### src/rtl/encoder_pkg.sv
// encoder_pkg: shared sizes and FSM state type for the request encoder.
package encoder_pkg;
    localparam int N_REQ = 4;
    localparam int IDX_W = 2;
    typedef enum logic {ST_IDLE, ST_HOLD} state_t;
endpackage

### src/rtl/prio_sel4.sv
// prio_sel4: picks the first set candidate searching base-1, base-2, base-3, base (mod 4).
module prio_sel4
    import encoder_pkg::*;
(
    input  logic [N_REQ-1:0] cand,
    input  logic [IDX_W-1:0] base,
    output logic [IDX_W-1:0] idx,
    output logic             found
);
    logic [IDX_W-1:0] p;
    always_comb begin
        idx   = '0;
        found = 1'b0;
        p     = '0;
        // Walk lowest priority first so the highest-priority hit is written last.
        for (int k = N_REQ; k >= 1; k--) begin
            p = base - IDX_W'(k);
            if (cand[p]) begin
                idx   = p;
                found = 1'b1;
            end
        end
    end
endmodule

### src/rtl/encoder4x2_ctrl.sv
// encoder4x2_ctrl: registered 4:2 request encoder with pending capture and valid/ack handshake.
// Define ROUND_ROBIN_EN for rotating priority; otherwise I3 has fixed highest priority.
module encoder4x2_ctrl
    import encoder_pkg::*;
(
    input  logic             clk,
    input  logic             rst_n,
    input  logic             en,
    input  logic             I0,
    input  logic             I1,
    input  logic             I2,
    input  logic             I3,
    input  logic             ack,
    output logic             a,
    output logic             b,
    output logic             valid,
    output logic [N_REQ-1:0] pend
);
    state_t           state, state_next;
    logic [N_REQ-1:0] cand, clear;
    logic [IDX_W-1:0] sel, base;
    logic             found, load;

    assign cand  = pend | (en ? {I3, I2, I1, I0} : '0);
    assign load  = found & ((state == ST_IDLE) | ack);
    assign clear = load ? (N_REQ'(1) << sel) : '0;

    prio_sel4 u_sel (
        .cand  (cand),
        .base  (base),
        .idx   (sel),
        .found (found)
    );

`ifdef ROUND_ROBIN_EN
    logic [IDX_W-1:0] last;
    always_ff @(posedge clk) begin
        if (!rst_n)
            last <= '0;
        else if (load)
            last <= sel;
    end
    assign base = last;
`else
    assign base = '0;
`endif

    always_ff @(posedge clk) begin
        state <= !rst_n ? ST_IDLE : state_next;
    end

    always_comb begin
        state_next = (state == ST_IDLE || ack) ? (found ? ST_HOLD : ST_IDLE) : ST_HOLD;
    end

    always_comb begin
        valid = (state == ST_HOLD);
    end

    // The held index is only replaced on a load, so a/b keep their value after draining to IDLE.
    always_ff @(posedge clk) begin
        if (!rst_n) begin
            pend   <= '0;
            {b, a} <= '0;
        end else begin
            pend <= cand & ~clear;
            if (load)
                {b, a} <= sel;
        end
    end
endmodule
### config.mk
export PLATFORM = sky130hd
export DESIGN_NAME = encoder4x2_ctrl
export DESIGN_NICKNAME = d
export VERILOG_FILES = /design/src/rtl/encoder_pkg.sv /design/src/rtl/prio_sel4.sv /design/src/rtl/encoder4x2_ctrl.sv
export SDC_FILE = /design/constraint.sdc
export NUM_CORES = 1
export LEC_CHECK = 0
export ABC_AREA = 1
export BUFFER_PORTS_ARGS = -buffer_cell sky130_fd_sc_hd__buf_2
export CAP_MARGIN = 20
export CORE_AREA = 5 5 42 44
export CTS_CLUSTER_SIZE = 14
export DETAILED_ROUTE_END_ITERATION = 12
export DIE_AREA = 0 0 47 49
export MAX_ROUTING_LAYER = met4
export SYNTH_ARGS = -nofsm -noshare
export SYNTH_HDL_FRONTEND = slang
export SYNTH_HIERARCHICAL = 1
export SYNTH_SLANG_ARGS = --single-unit
export TNS_END_PERCENT = 50
### constraint.sdc
create_clock -name clk -period 1.66 [get_ports clk]
set_input_delay 0.083 -clock clk [delete_from_list [all_inputs] [get_ports clk]]
set_output_delay 0.083 -clock clk [all_outputs]
set_load 0.02 [all_outputs]
# Yosys cells after proc, flatten, opt, wreduce, memory -nomap -nowiden
# Index checks and enable logic that the tools add are counted.
dict set report word_totals {
  ff_bits 7
  latch_bits 0
  mem_bits_rw 0
  mem_bits_ro 0
  inputBits 8
  out_inout_bits 7
  wordCells 23
  n_memories 0
}
dict set report op_classes {
  add_sub_neg 0
  n_mul 0
  div_mod_pow 0
  order_cmp 0
  n_eq_ne 0
  shifts 1
  muxes 11
  bitwise 6
  n_reduce_logical 1
}
# cell count
set op_table {}
lappend op_table {{4-bit two-way mux} 2}
lappend op_table {{1-bit two-way mux} 7}
lappend op_table {{4-bit AND} 1}
lappend op_table {{2-bit two-way mux} 2}
lappend op_table {{4-bit inverter} 1}
lappend op_table {{4-bit OR} 1}
lappend op_table {{1-bit by 2-bit left shift with 4-bit output (first input constant)} 1}
lappend op_table {{1-bit AND} 1}
lappend op_table {{1-bit logical OR} 1}
lappend op_table {{1-bit inverter} 1}
lappend op_table {{1-bit OR} 1}

# Logic depth before layout (Yosys ltp)
# Gate-level depths: netlist (run 1).
dict set report logic_depth {
  depth_word 10
  mapped_depth 15
  ltp_nobuf 15
}

# Cells and area by module
# Netlist (run 1), hierarchy kept.
# mod n_inst cells_each area_per_inst_um2 seq_area_each_um2
set modules_own_cells {}
lappend modules_own_cells {encoder4x2_ctrl 1 39 289.0 140.1}
lappend modules_own_cells {prio_sel4 1 49 224.0 0.0}

# Least setup slack after synthesis (run 1)
# No wires, ideal clock.
dict set report synth_path {
  path_kind {reg2reg}
  from {register pend[1]}
  to {register pend[1]}
  setup_ps 112
  arrival_time_ps 1306
  required_time_ps 1548
  setup_slack_ps 242
  stages_incl_launch_ff 13
  n_path_buf 0
  period_less_slack_ps 1418
  path_cell_list {dfxtp_1 a21o_2 inv_1 o21ai_2 nand2_1 nand2_1 nand2_1 nand2_1 nand2_1 nand2_1 nand3_1 nor2_1 nor2_1}
}
dict set report synth_between {
  elab_chain_len 8
  word_cells_on_any_way 12
  cone_classes {1 x shift; 7 x mux; 4 x bitwise}
}
# item line
set synth_lines {}
lappend synth_lines {{start: declaration} encoder4x2_ctrl.sv:17} ;# output logic [N_REQ-1:0] pend
lappend synth_lines {{start signal: assignment} encoder4x2_ctrl.sv:66} ;# pend <= cand & ~clear;
lappend synth_lines {{4-bit OR} encoder4x2_ctrl.sv:24} ;# assign cand = pend | (en ? {I3, I2, I1, I0} : '0);
lappend synth_lines {{named net cand[1]} encoder4x2_ctrl.sv:20} ;# logic [N_REQ-1:0] cand, clear;
lappend synth_lines {{1-bit two-way mux} prio_sel4.sv:18} ;# if (cand[p]) begin
lappend synth_lines {{2-bit two-way mux (2 in a row)} prio_sel4.sv:18}
lappend synth_lines {{named net sel[0]} encoder4x2_ctrl.sv:21} ;# logic [IDX_W-1:0] sel, base;
lappend synth_lines {{1-bit by 2-bit left shift with 4-bit output} encoder4x2_ctrl.sv:26} ;# assign clear = load ? (N_REQ'(1) << sel) : '0;
lappend synth_lines {{4-bit two-way mux} encoder4x2_ctrl.sv:26}
lappend synth_lines {{4-bit inverter} encoder4x2_ctrl.sv:66}
lappend synth_lines {{4-bit AND} encoder4x2_ctrl.sv:66}
# The timed path passes the listed nets, and every way through them passes these cells.
# A chain may end at the register's enable or synchronous reset.

# Final worst setup path (run 1)
dict set report layout_path {
  from {register pend[2]}
  to {register pend[1]}
}
dict set report layout_between {
  elab_chain_len 7
  word_cells_on_any_way 10
  cone_classes {1 x shift; 5 x mux; 4 x bitwise}
}
# item line
set layout_lines {}
lappend layout_lines {{4-bit OR} encoder4x2_ctrl.sv:24}
lappend layout_lines {{named net cand[2]} encoder4x2_ctrl.sv:20}
lappend layout_lines {{2-bit two-way mux (2 in a row)} prio_sel4.sv:18}
lappend layout_lines {{named net sel[0]} encoder4x2_ctrl.sv:21}
lappend layout_lines {{1-bit by 2-bit left shift with 4-bit output} encoder4x2_ctrl.sv:26}
lappend layout_lines {{4-bit two-way mux} encoder4x2_ctrl.sv:26}
lappend layout_lines {{4-bit inverter} encoder4x2_ctrl.sv:66}
lappend layout_lines {{4-bit AND} encoder4x2_ctrl.sv:66}
# The timed path passes the listed nets, and every way through them passes these cells.

==> summary.md, run 1 <==
| Metric | Value |
|---|---|
| Mapped cell area | 513.0 um^2 |
| Post-detail-place hpwl | 896.5 um |
| Routed via count | 539 |
| Most frequent cell on the critical path | nand2_1 |
| Vias in the first global route | 484 |
| Routability cong. | 0.8060 |
| Fin util | 0.4518 |
| Final TNS setup | 0 ns |
| Final period utilization | 0.8742 |
| Area of the multi-input gates | 322.8 um^2 |
| Slowest cell on crit path | dfxtp_1 |
| Syn-to-layout area delta | 23.41% |
| Post-CTS Resized | 0 |
| Commonest non-fill, non-tap cell in the layout | nand2_1 |
| Critical Path RT | 1.81 ns |
| Clk_skew | 0.001310 ns |
| Status | complete, no violations |
| Worst-path cell chain | a21o_2, inv_1, nand2_2, nand3_1, nand2_1, inv_1, nand2_1, nand2_1, nand2_1, nand2_1, nand3_1, nor2_1, nor2_1 |
| Crit end category | register |
| I/O Buffers | 14 |
| Synthesis-stage register bit count | 7 |
| # rows | 14 |
| Critical path class | register to register |
| Maxcap violations | 0 |
| Wirelength per Cell | 8.480 um |
| Tot GR Track Use | 0.1207 |
| Die Span X | 47 um |
| Filler Cells Inserted | 155 |
| Finished Layout Cells | 125 |
| Worst-Skew Late Latency | 0.25 ns |
| Register share of total power | 0.349 |
| Sequential cell area | 140.1 um^2 |
| TritonCTS clock tree | built |
| Clock power share | 0.276 |
| Antenna violations before repair | 0 |
| Worst path max stage delay | 0.30 ns |
| Level count of the clock H-tree | 1 |
| Unrepaired setup endpoints after global routing | false |
| Switch share | 0.3644 |
| Final WS setup | 0.2088 ns |
| Initial Util | 0.3661 |
| Worst Path Max Fanout | 4 |
| Largest net degree at the start of global routing | 9 |
| P_leak | 0.0003951 uW |
| Synth unique cells | 15 |
| Worst Hold Class | primary input to register |
| Worst-path clk slew | 0.05 ns |
| Ant diodes | 0 |
| DRC errors left | 0 |
| Iter 0 DRT Violations | 7 |
| Psw | 203.9 uW |
| Placed Cells | 121 |
| Power Density | 884.0 nW/um^2 |
| Antenna Nets Post-Route | 0 |
| Commonest non-fill, non-tap cells in the layout | 34 x nand2_1, 14 x buf_2, 12 x inv_1 |
| Final Slew Violations | 0 |
| Endpoints failing setup | 0 |
| Crit start category | register |
| Sequential share of the synthesized area | 0.2732 |
| CTS Hold Buffers Added | 0 |
| Yosys warning count | 6 |
| Die area | 2303 um^2 |
| Layout cells sized above 1 | 0.2661 |
| CTS buffer count | 3 |
| VDD IR max | 449.8 uV |
| Synthesized netlist cell count | 88 |
| Mean area per synthesized cell | 5.829 um^2 |
| Drt total wl | 1060 um |
| Total gr overflow | 0 |
| Data arrival, critical path | 1.60 ns |
| First-pass GRT wire length | 1959 um |
| # IOs | 15 |
| Top cells by area, synth | dfxtp_1 27%, nand2_1 25%, inv_1 8.8% |
| Drt first pass iters | 4 |
| Final Critical Period | 1.451 ns |
| Synth top area share | 0.2732 |
| Nets | 118 |
| Area leader, netlist | dfxtp_1 |
| Final hold vios | 0 |
| Top achievable clock speed | 689.1 MHz |
| Area of the core | 1401 um^2 |
| CP Buf/Inv Count | 2 |
| Via-to-Cell Ratio | 4.312 |
| Comb power frac | 0.376 |
| Placement Setup Slack | 0.2168 ns |
| Max clock buf depth | 2 |
| Die Y | 49 um |
| CTS Sinks | 7 |
| Internal power | 355.7 uW |
| Hold Slack | 0.1000 ns |
| Delay-heaviest family, CP | simple AND/OR/NAND/NOR gates |
| CTS root buf | clkbuf_4 |
| Postcts setup bufs | 0 |
## through the flow
stage               total power [uW]  area, um^2
floorplan                      361.0       528.0
global placement               405.3       606.8
detailed placement             406.4       606.8
CTS                            567.4       633.1
global route                   614.8       633.1
finish                         559.6       633.1
## cells by family (layout without fill, tap and decap cells)
family	after synthesis	count (layout)	share of synthesized area
buffers and inverters	14	31	0.1268
other	1	5	0.007310
DFF	7	7	0.2732
and+or+nand+nor	58	58	0.4878
AOI/OAI and AO/OA	8	8	0.1049
## tightest hold or removal path, delay by kind of cell
family	cells	cell delay (ns)
buffers and inverters	1	0.13
AND/OR/NAND/NOR	2	0.09
## layer usage
layer	global-route usage	vias to the layer above	share of wire
li1	-	304	-
met1	0.1564	219	0.46
met2	0.1561	11	0.45
met4	0.1106	0	0.045
met5	-	-	0
met3	0.01107	5	0.038
## synthesized netlist by cell type, drive strengths merged
master  number
o21ai        1
inv         13
nand3        8
dfxtp        7
buf          1
and2         1
a21o         3
conb         1
a21oi        4
nand2       40
nor2         9
## registers in the layout (all words and copies together), names as in the netlist
| register | count |
|---|---|
| pend | 4 |
| a | 1 |
| b | 1 |
| valid | 1 |
## path summary, 6_finish.rpt
check,startpoint,to,slack [ns],depth (start not counted)
max reg2reg,pend[2]$_SDFF_PN0_,pend[1]$_SDFF_PN0_,0.21,13
min,rst_n,pend[2]$_SDFF_PN0_,0.10,3
min reg2reg,b$_SDFFE_PN0P_,b$_SDFFE_PN0P_,0.46,2
max,pend[2]$_SDFF_PN0_,pend[1]$_SDFF_PN0_,0.21,13
## cell type report
| type | instances | share of cell area |
|---|---|---|
| Multi-Input combinational cell | 71 | 0.5099 |
| Inverter | 13 | 0.08498 |
| Tap cell | 16 | 0.03162 |
| Sequential cell | 7 | 0.2213 |
| Clock buffer | 4 | 0.04150 |
| Timing Repair Buffer | 14 | 0.1107 |
## power by group through the flow
stage / sequential (uW) / clock (uW) / combinational (uW)
4_1_cts: 195 / 163 / 209
3_3_place_gp: 198 / 0 / 208
5_1_grt: 197 / 177 / 240
6_report: 195 / 154 / 210
2_1_floorplan: 222 / 0 / 139
3_5_place_dp: 198 / 0 / 208
Note: power is estimated with default switching activity, not from simulation.
==> run 2, diff against run 1 <==
==> constraint.sdc (replaced) <==
create_clock -name clk -period 1.66 [get_ports clk]
set_input_delay 0.166 -clock clk [delete_from_list [all_inputs] [get_ports clk]]
set_output_delay 0.166 -clock clk [all_outputs]
set_load 0.02 [all_outputs]
==> summary.md, run 2 (synthesis results as in run 1) <==
| Metric | Value |
|---|---|
| Status | complete, no violations |
| # IOs | 15 (unchanged) |
| Post-detail-place hpwl | 949.4 um (+5.9%) |
| Antenna Nets Post-Route | 0 (unchanged) |
| CTS root buf | clkbuf_4 |
| VDD IR max | 410.4 uV (-8.8%) |
| Commonest non-fill, non-tap cell in the layout | nand2_1 |
| Nets | 118 (unchanged) |
| Endpoints failing setup | 0 (unchanged) |
| Die Y | 49 um (unchanged) |
| Tot GR Track Use | 0.1185 (-0.002168) |
| Drt first pass iters | 2 (-2) |
| Clock power share | 0.275 (about the same) |
| P_leak | 0.0003951 uW (unchanged) |
| Drt total wl | 1096 um (+3.4%) |
| Final TNS setup | 0 ns (unchanged) |
| Final period utilization | 0.8837 (+0.009423) |
| Final hold vios | 0 (unchanged) |
| Worst-path clk slew | 0.05 ns (about the same) |
| Layout cells sized above 1 | 0.2661 (unchanged) |
| TritonCTS clock tree | built |
| Post-route total power | 562.1 uW (+0.43%) |
| I/O Buffers | 14 (unchanged) |
| CTS buffer count | 3 (unchanged) |
| Routed via count | 555 (+3.0%) |
| Switch share | 0.3672 (+0.002829) |
| Slowest cell on crit path | dfxtp_1 |
| DRC errors left | 0 (unchanged) |
| # rows | 14 (unchanged) |
| Most frequent cell on the critical path | nand2_1 |
| Data arrival, critical path | 1.62 ns (+0.02 ns) |
| First-pass GRT wire length | 2014 um (+2.8%) |
| Delay-heaviest family, CP | simple AND/OR/NAND/NOR gates |
| Wirelength per Cell | 8.768 um (+3.4%) |
| Final Critical Period | 1.467 ns (+0.01564 ns) |
| Maxcap violations | 0 (unchanged) |
| CTS Sinks | 7 (unchanged) |
| Register share of total power | 0.348 (about the same) |
| Final Slew Violations | 0 (unchanged) |
| Psw | 206.4 uW (+1.2%) |
| CP Buf/Inv Count | 2 (unchanged) |
| Max FFs per register | 4 (unchanged) |
| Crit start category | register |
| Internal power | 355.7 uW (about the same) |
| Postcts setup bufs | 0 (unchanged) |
| Area of the core | 1401 um^2 (unchanged) |
| Critical path class | register to register |
| Worst Hold Class | primary input to register |
| Commonest non-fill, non-tap cells in the layout | 34 x nand2_1, 14 x buf_2, 12 x inv_1 |
| Initial Util | 0.3661 (unchanged) |
| Worst Path Max Fanout | 4 (unchanged) |
| Antenna violations before repair | 0 (unchanged) |
| Clk_skew | 0.006682 ns (+0.005372 ns) |
| Worst path max stage delay | 0.30 ns (about the same) |
| CTS Hold Buffers Added | 0 (unchanged) |
| Crit end category | register |
| Via-to-Cell Ratio | 4.440 (+3.0%) |
| Ant diodes | 0 (unchanged) |
| Iter 0 DRT Violations | 4 (-3) |
| Comb power frac | 0.377 (about the same) |
| Level count of the clock H-tree | 1 (unchanged) |
| Critical Path RT | 1.81 ns (about the same) |
| Worst-Skew Late Latency | 0.25 ns (about the same) |
| Power Density | 887.8 nW/um^2 (+0.43%) |
| Die Span X | 47 um (unchanged) |
| Post-CTS Resized | 0 (unchanged) |
| Die area | 2303 um^2 (unchanged) |
| Largest net degree at the start of global routing | 9 (unchanged) |
| Top achievable clock speed | 681.7 MHz (-1.1%) |
| Max clock buf depth | 2 (unchanged) |
| Worst-path cell chain | a21o_2, inv_1, nand2_2, nand3_1, nand2_1, inv_1, nand2_1, nand2_1, nand2_1, nand2_1, nand3_1, nor2_1, nor2_1 |
| Most flops, register | pend |
| Unrepaired setup endpoints after global routing | false |
| Syn-to-layout area delta | 23.41% (unchanged) |
| Vias in the first global route | 527 (+8.9%) |
| Routability cong. | 0.8295 (+2.9%) |
| Total gr overflow | 0 (unchanged) |
-- run 2: cell counts in the layout (fill, tap and decap cells not counted) --
Identical to the previous run, type by type.
-- run 2: metal layers --
metal,GRT usage,up-vias,routed length (um)
met1,0.1454,235,504
li1,-,304,-
met2,0.1787,11,510
met5,-,-,0
met3,0.02583,5,54
met4,0.05530,0,27
-- run 2: cell type report --
| type | count | area, um^2 |
|---|---|---|
| inverter | 13 | 53.80 |
| clock buffer | 4 | 26.28 |
| multi-input combinational | 71 | 322.8 |
| sequential | 7 | 140.1 |
| tap | 16 | 20.02 |
| fill | 161 | 768.2 |
| timing repair buffer | 14 | 70.07 |
-- run 2: worst paths after layout --
check	start	slack, ns	cells past startpoint	end
min	rst_n	0.18	3	pend[3]$_SDFF_PN0_
max	pend[2]$_SDFF_PN0_	0.19	13	pend[1]$_SDFF_PN0_
max reg2reg	pend[2]$_SDFF_PN0_	0.19	13	pend[1]$_SDFF_PN0_
min reg2reg	b$_SDFFE_PN0P_	0.46	2	b$_SDFFE_PN0P_
-- run 2: power by group through the flow --
stage          clock network (uW)  logic [uW]  registers (uW)
4_1_cts                       159         211             196
3_3_place_gp                    0         208             198
6_report                      155         212             196
5_1_grt                       172         241             198
2_1_floorplan                   0         139             222
3_5_place_dp                    0         210             199
-- run 2: tightest hold or removal path: cells and delay by family --
family | cells | cell delay (ns)
buf+inv | 1 | 0.13
simple gates | 2 | 0.09
-- run 2: per-stage QoR --
step	hold slack, ns	instances	area [um^2]	setup slack [ns]	utilization
2_1_floorplan	0.2871	92	528.0	0.2424	-
3_3_place_gp	0.4449	121	606.8	0.2086	0.4330
3_5_place_dp	0.4441	121	606.8	0.1759	0.4330
4_1_cts	0.1754	125	633.1	0.1706	0.4518
5_1_grt	0.1940	125	633.1	0.01938	0.4518
6_report	0.1762	125	633.1	0.1931	0.4518
==> run 3, diff against run 2 <==
--- a/config.mk
+++ b/config.mk
@@ -8,10 +8,10 @@
 export ABC_AREA = 1
 export BUFFER_PORTS_ARGS = -buffer_cell sky130_fd_sc_hd__buf_2
 export CAP_MARGIN = 20
-export CORE_AREA = 5 5 42 44
+export CORE_AREA = 4 4 41 43
 export CTS_CLUSTER_SIZE = 14
 export DETAILED_ROUTE_END_ITERATION = 12
-export DIE_AREA = 0 0 47 49
+export DIE_AREA = 0 0 45 47
 export MAX_ROUTING_LAYER = met4
 export SYNTH_ARGS = -nofsm -noshare
 export SYNTH_HDL_FRONTEND = slang
==> summary.md, run 3 (synthesis results as in run 1) <==
| Metric | Value |
|---|---|
| Comb power frac | 0.378 (about the same) |
| Worst-path clk slew | 0.05 ns (about the same) |
| Internal power | 356.5 uW (+0.24%) |
| Die Y | 47 um (-4.1%) |
| Filler Cells Inserted | 139 (-14%) |
| Antenna Nets Post-Route | 0 (unchanged) |
| Commonest non-fill, non-tap cells in the layout | 33 x nand2_1, 14 x buf_2, 12 x inv_1 |
| Maxcap violations | 0 (unchanged) |
| Via-to-Cell Ratio | 4.444 (about the same) |
| Tot GR Track Use | 0.1242 (+0.005686) |
| Critical path class | register to register |
| Antenna violations before repair | 0 (unchanged) |
| Hold Slack | 0.1863 ns (+0.01006 ns) |
| Worst Path Max Fanout | 4 (unchanged) |
| Die Span X | 45 um (-4.3%) |
| Final Slew Violations | 0 (unchanged) |
| Top achievable clock speed | 712.7 MHz (+4.5%) |
| R2R depth | 13 (unchanged) |
| CTS buffer count | 3 (unchanged) |
| Register share of total power | 0.351 (+0.003) |
| Drt total wl | 1009 um (-7.9%) |
| CTS root buf | clkbuf_4 |
| Most flops, register | pend |
| RR Startpoint | pend[2]$_SDFF_PN0_ |
| Max FFs per register | 4 (unchanged) |
| First-pass GRT wire length | 1835 um (-8.9%) |
| RR Endpoint | pend[1]$_SDFF_PN0_ |
| Worst Hold Class | primary input to register |
| Total gr overflow | 0 (unchanged) |
| Worst-Skew Late Latency | 0.25 ns (about the same) |
| CTS Sinks | 7 (unchanged) |
| Crit end category | register |
| Layout cells sized above 1 | 0.2752 (+0.009174) |
| Power Density | 876.9 nW/um^2 (-1.2%) |
| Sequential cell area | 140.1 um^2 (unchanged) |
| WHS Endpoint | pend[3]$_SDFF_PN0_ |
| Final hold vios | 0 (unchanged) |
| Final Critical Period | 1.403 ns (-0.06379 ns) |
| Post-detail-place hpwl | 872.4 um (-8.1%) |
| Critical Path RT | 1.80 ns (about the same) |
| Crit start category | register |
| Syn-to-layout area delta | 23.66% |
| Min-Delay Path Depth | 3 (unchanged) |
| Worst min-delay path startpoint | rst_n |
| # rows | 13 (-1) |
| Switch share | 0.3591 (-0.008126) |
| Psw | 199.7 uW (-3.2%) |
| Routability cong. | 0.7608 (-8.3%) |
| Status | complete, no violations |
| Final period utilization | 0.8452 (-0.03843) |
| Unrepaired setup endpoints after global routing | false |
| VDD IR max | 477.4 uV (+16%) |
| Post-route total power | 556.2 uW (-1.0%) |
| Ant diodes | 0 (unchanged) |
| Final TNS setup | 0 ns (unchanged) |
| Largest net degree at the start of global routing | 9 (unchanged) |
| Placed Cells | 120 (-0.83%) |
| # IOs | 15 (unchanged) |
| TritonCTS clock tree | built |
| Iter 0 DRT Violations | 10 (+6) |
| Clock power share | 0.271 (-0.004) |
| Wirelength per Cell | 8.137 um (-7.2%) |
| Endpoints failing setup | 0 (unchanged) |
| Level count of the clock H-tree | 1 (unchanged) |
| Commonest non-fill, non-tap cell in the layout | nand2_1 |
| Clk_skew | 0.005843 ns (-0.0008389 ns) |
| Vias in the first global route | 480 (-8.9%) |
| Initial Util | 0.3942 (+0.02816) |
| Postcts setup bufs | 0 (unchanged) |
| Nets | 118 (unchanged) |
| Data arrival, critical path | 1.54 ns (-0.08 ns) |
| DRC errors left | 0 (unchanged) |
| Reg2reg setup slack | 0.26 ns (+0.06 ns) |
| Area of the core | 1301 um^2 (-7.1%) |
| Drt first pass iters | 4 (+2) |
| Die area | 2115 um^2 (-8.2%) |
| Finished Layout Cells | 124 (-0.80%) |
| P_leak | 0.0003949 uW (about the same) |
| Area of the multi-input gates | 325.3 um^2 (+0.78%) |
| Max clock buf depth | 2 (unchanged) |
| Routed via count | 551 (-0.72%) |
| I/O Buffers | 14 (unchanged) |
## run 3: cell count changes in the layout (fill, tap and decap cells not counted)
cell     previous run  this run
nand2_2             6         7
nand2_1            34        33
## run 3: layout make-up
type | count | share of cell area
Clock buffer | 4 | 0.04142
Inverter | 13 | 0.08481
Multi-Input combinational cell | 71 | 0.5128
Sequential cell | 7 | 0.2209
Tap cell | 15 | 0.02959
Timing Repair Buffer | 14 | 0.1105
## run 3: worst max path at each step
| stage | start | endpoint | slack [ns] |
|---|---|---|---|
| after detailed placement | en | pend[1]$_SDFF_PN0_ | 0.20 |
| after floorplan | pend[1]$_SDFF_PN0_ | pend[1]$_SDFF_PN0_ | 0.24 |
| after CTS | pend[2]$_SDFF_PN0_ | pend[1]$_SDFF_PN0_ | 0.20 |
| after global routing | pend[2]$_SDFF_PN0_ | pend[1]$_SDFF_PN0_ | 0.0009 |
| after global placement | en | pend[1]$_SDFF_PN0_ | 0.21 |
| final | pend[2]$_SDFF_PN0_ | pend[1]$_SDFF_PN0_ | 0.26 |
## run 3: metal layers
metal  global-route usage  up-vias  routed length [um]
met2               0.1864       12                 490
li1                     -      309                   -
met4               0.1053        0                  34
met3              0.01149        4                  28
met5                    -        -                   0
met1               0.1484      226                 455
## run 3: per-stage QoR
step / cell area (um^2) / utilization / setup slack [ns]
3_3_place_gp: 605.6 / 0.4654 / 0.2111
6_report: 634.4 / 0.4875 / 0.2569
2_1_floorplan: 528.0 / - / 0.2424
5_1_grt: 634.4 / 0.4875 / 0.0009356
4_1_cts: 631.9 / 0.4856 / 0.2004
3_5_place_dp: 605.6 / 0.4654 / 0.2017
## run 3: power by group through the flow
stage | clock, uW | combinational [uW] | sequential (uW)
2_1_floorplan | 0 | 139 | 222
3_3_place_gp | 0 | 207 | 199
3_5_place_dp | 0 | 206 | 199
4_1_cts | 158 | 207 | 195
5_1_grt | 163 | 242 | 198
6_report | 151 | 210 | 195
## run 3: worst max-delay path: stages, from the launching register on
cell and delay [ns]:
dfxtp_1 0.30, a21o_2 0.20, inv_1 0.06, nand2_2 0.05, nand3_1 0.08, nand2_1 0.05
inv_1 0.04, nand2_1 0.05, nand2_1 0.05, nand2_1 0.05, nand2_2 0.08, nand3_1 0.10
nor2_1 0.11, nor2_1 0.05
## run 3: timing repair
| item | CTS | global route |
|---|---|---|
| endpoints found under the setup margin | 0 | 1 |
| resized for setup | 0 | 1 |
| hold buffers | 0 | 0 |
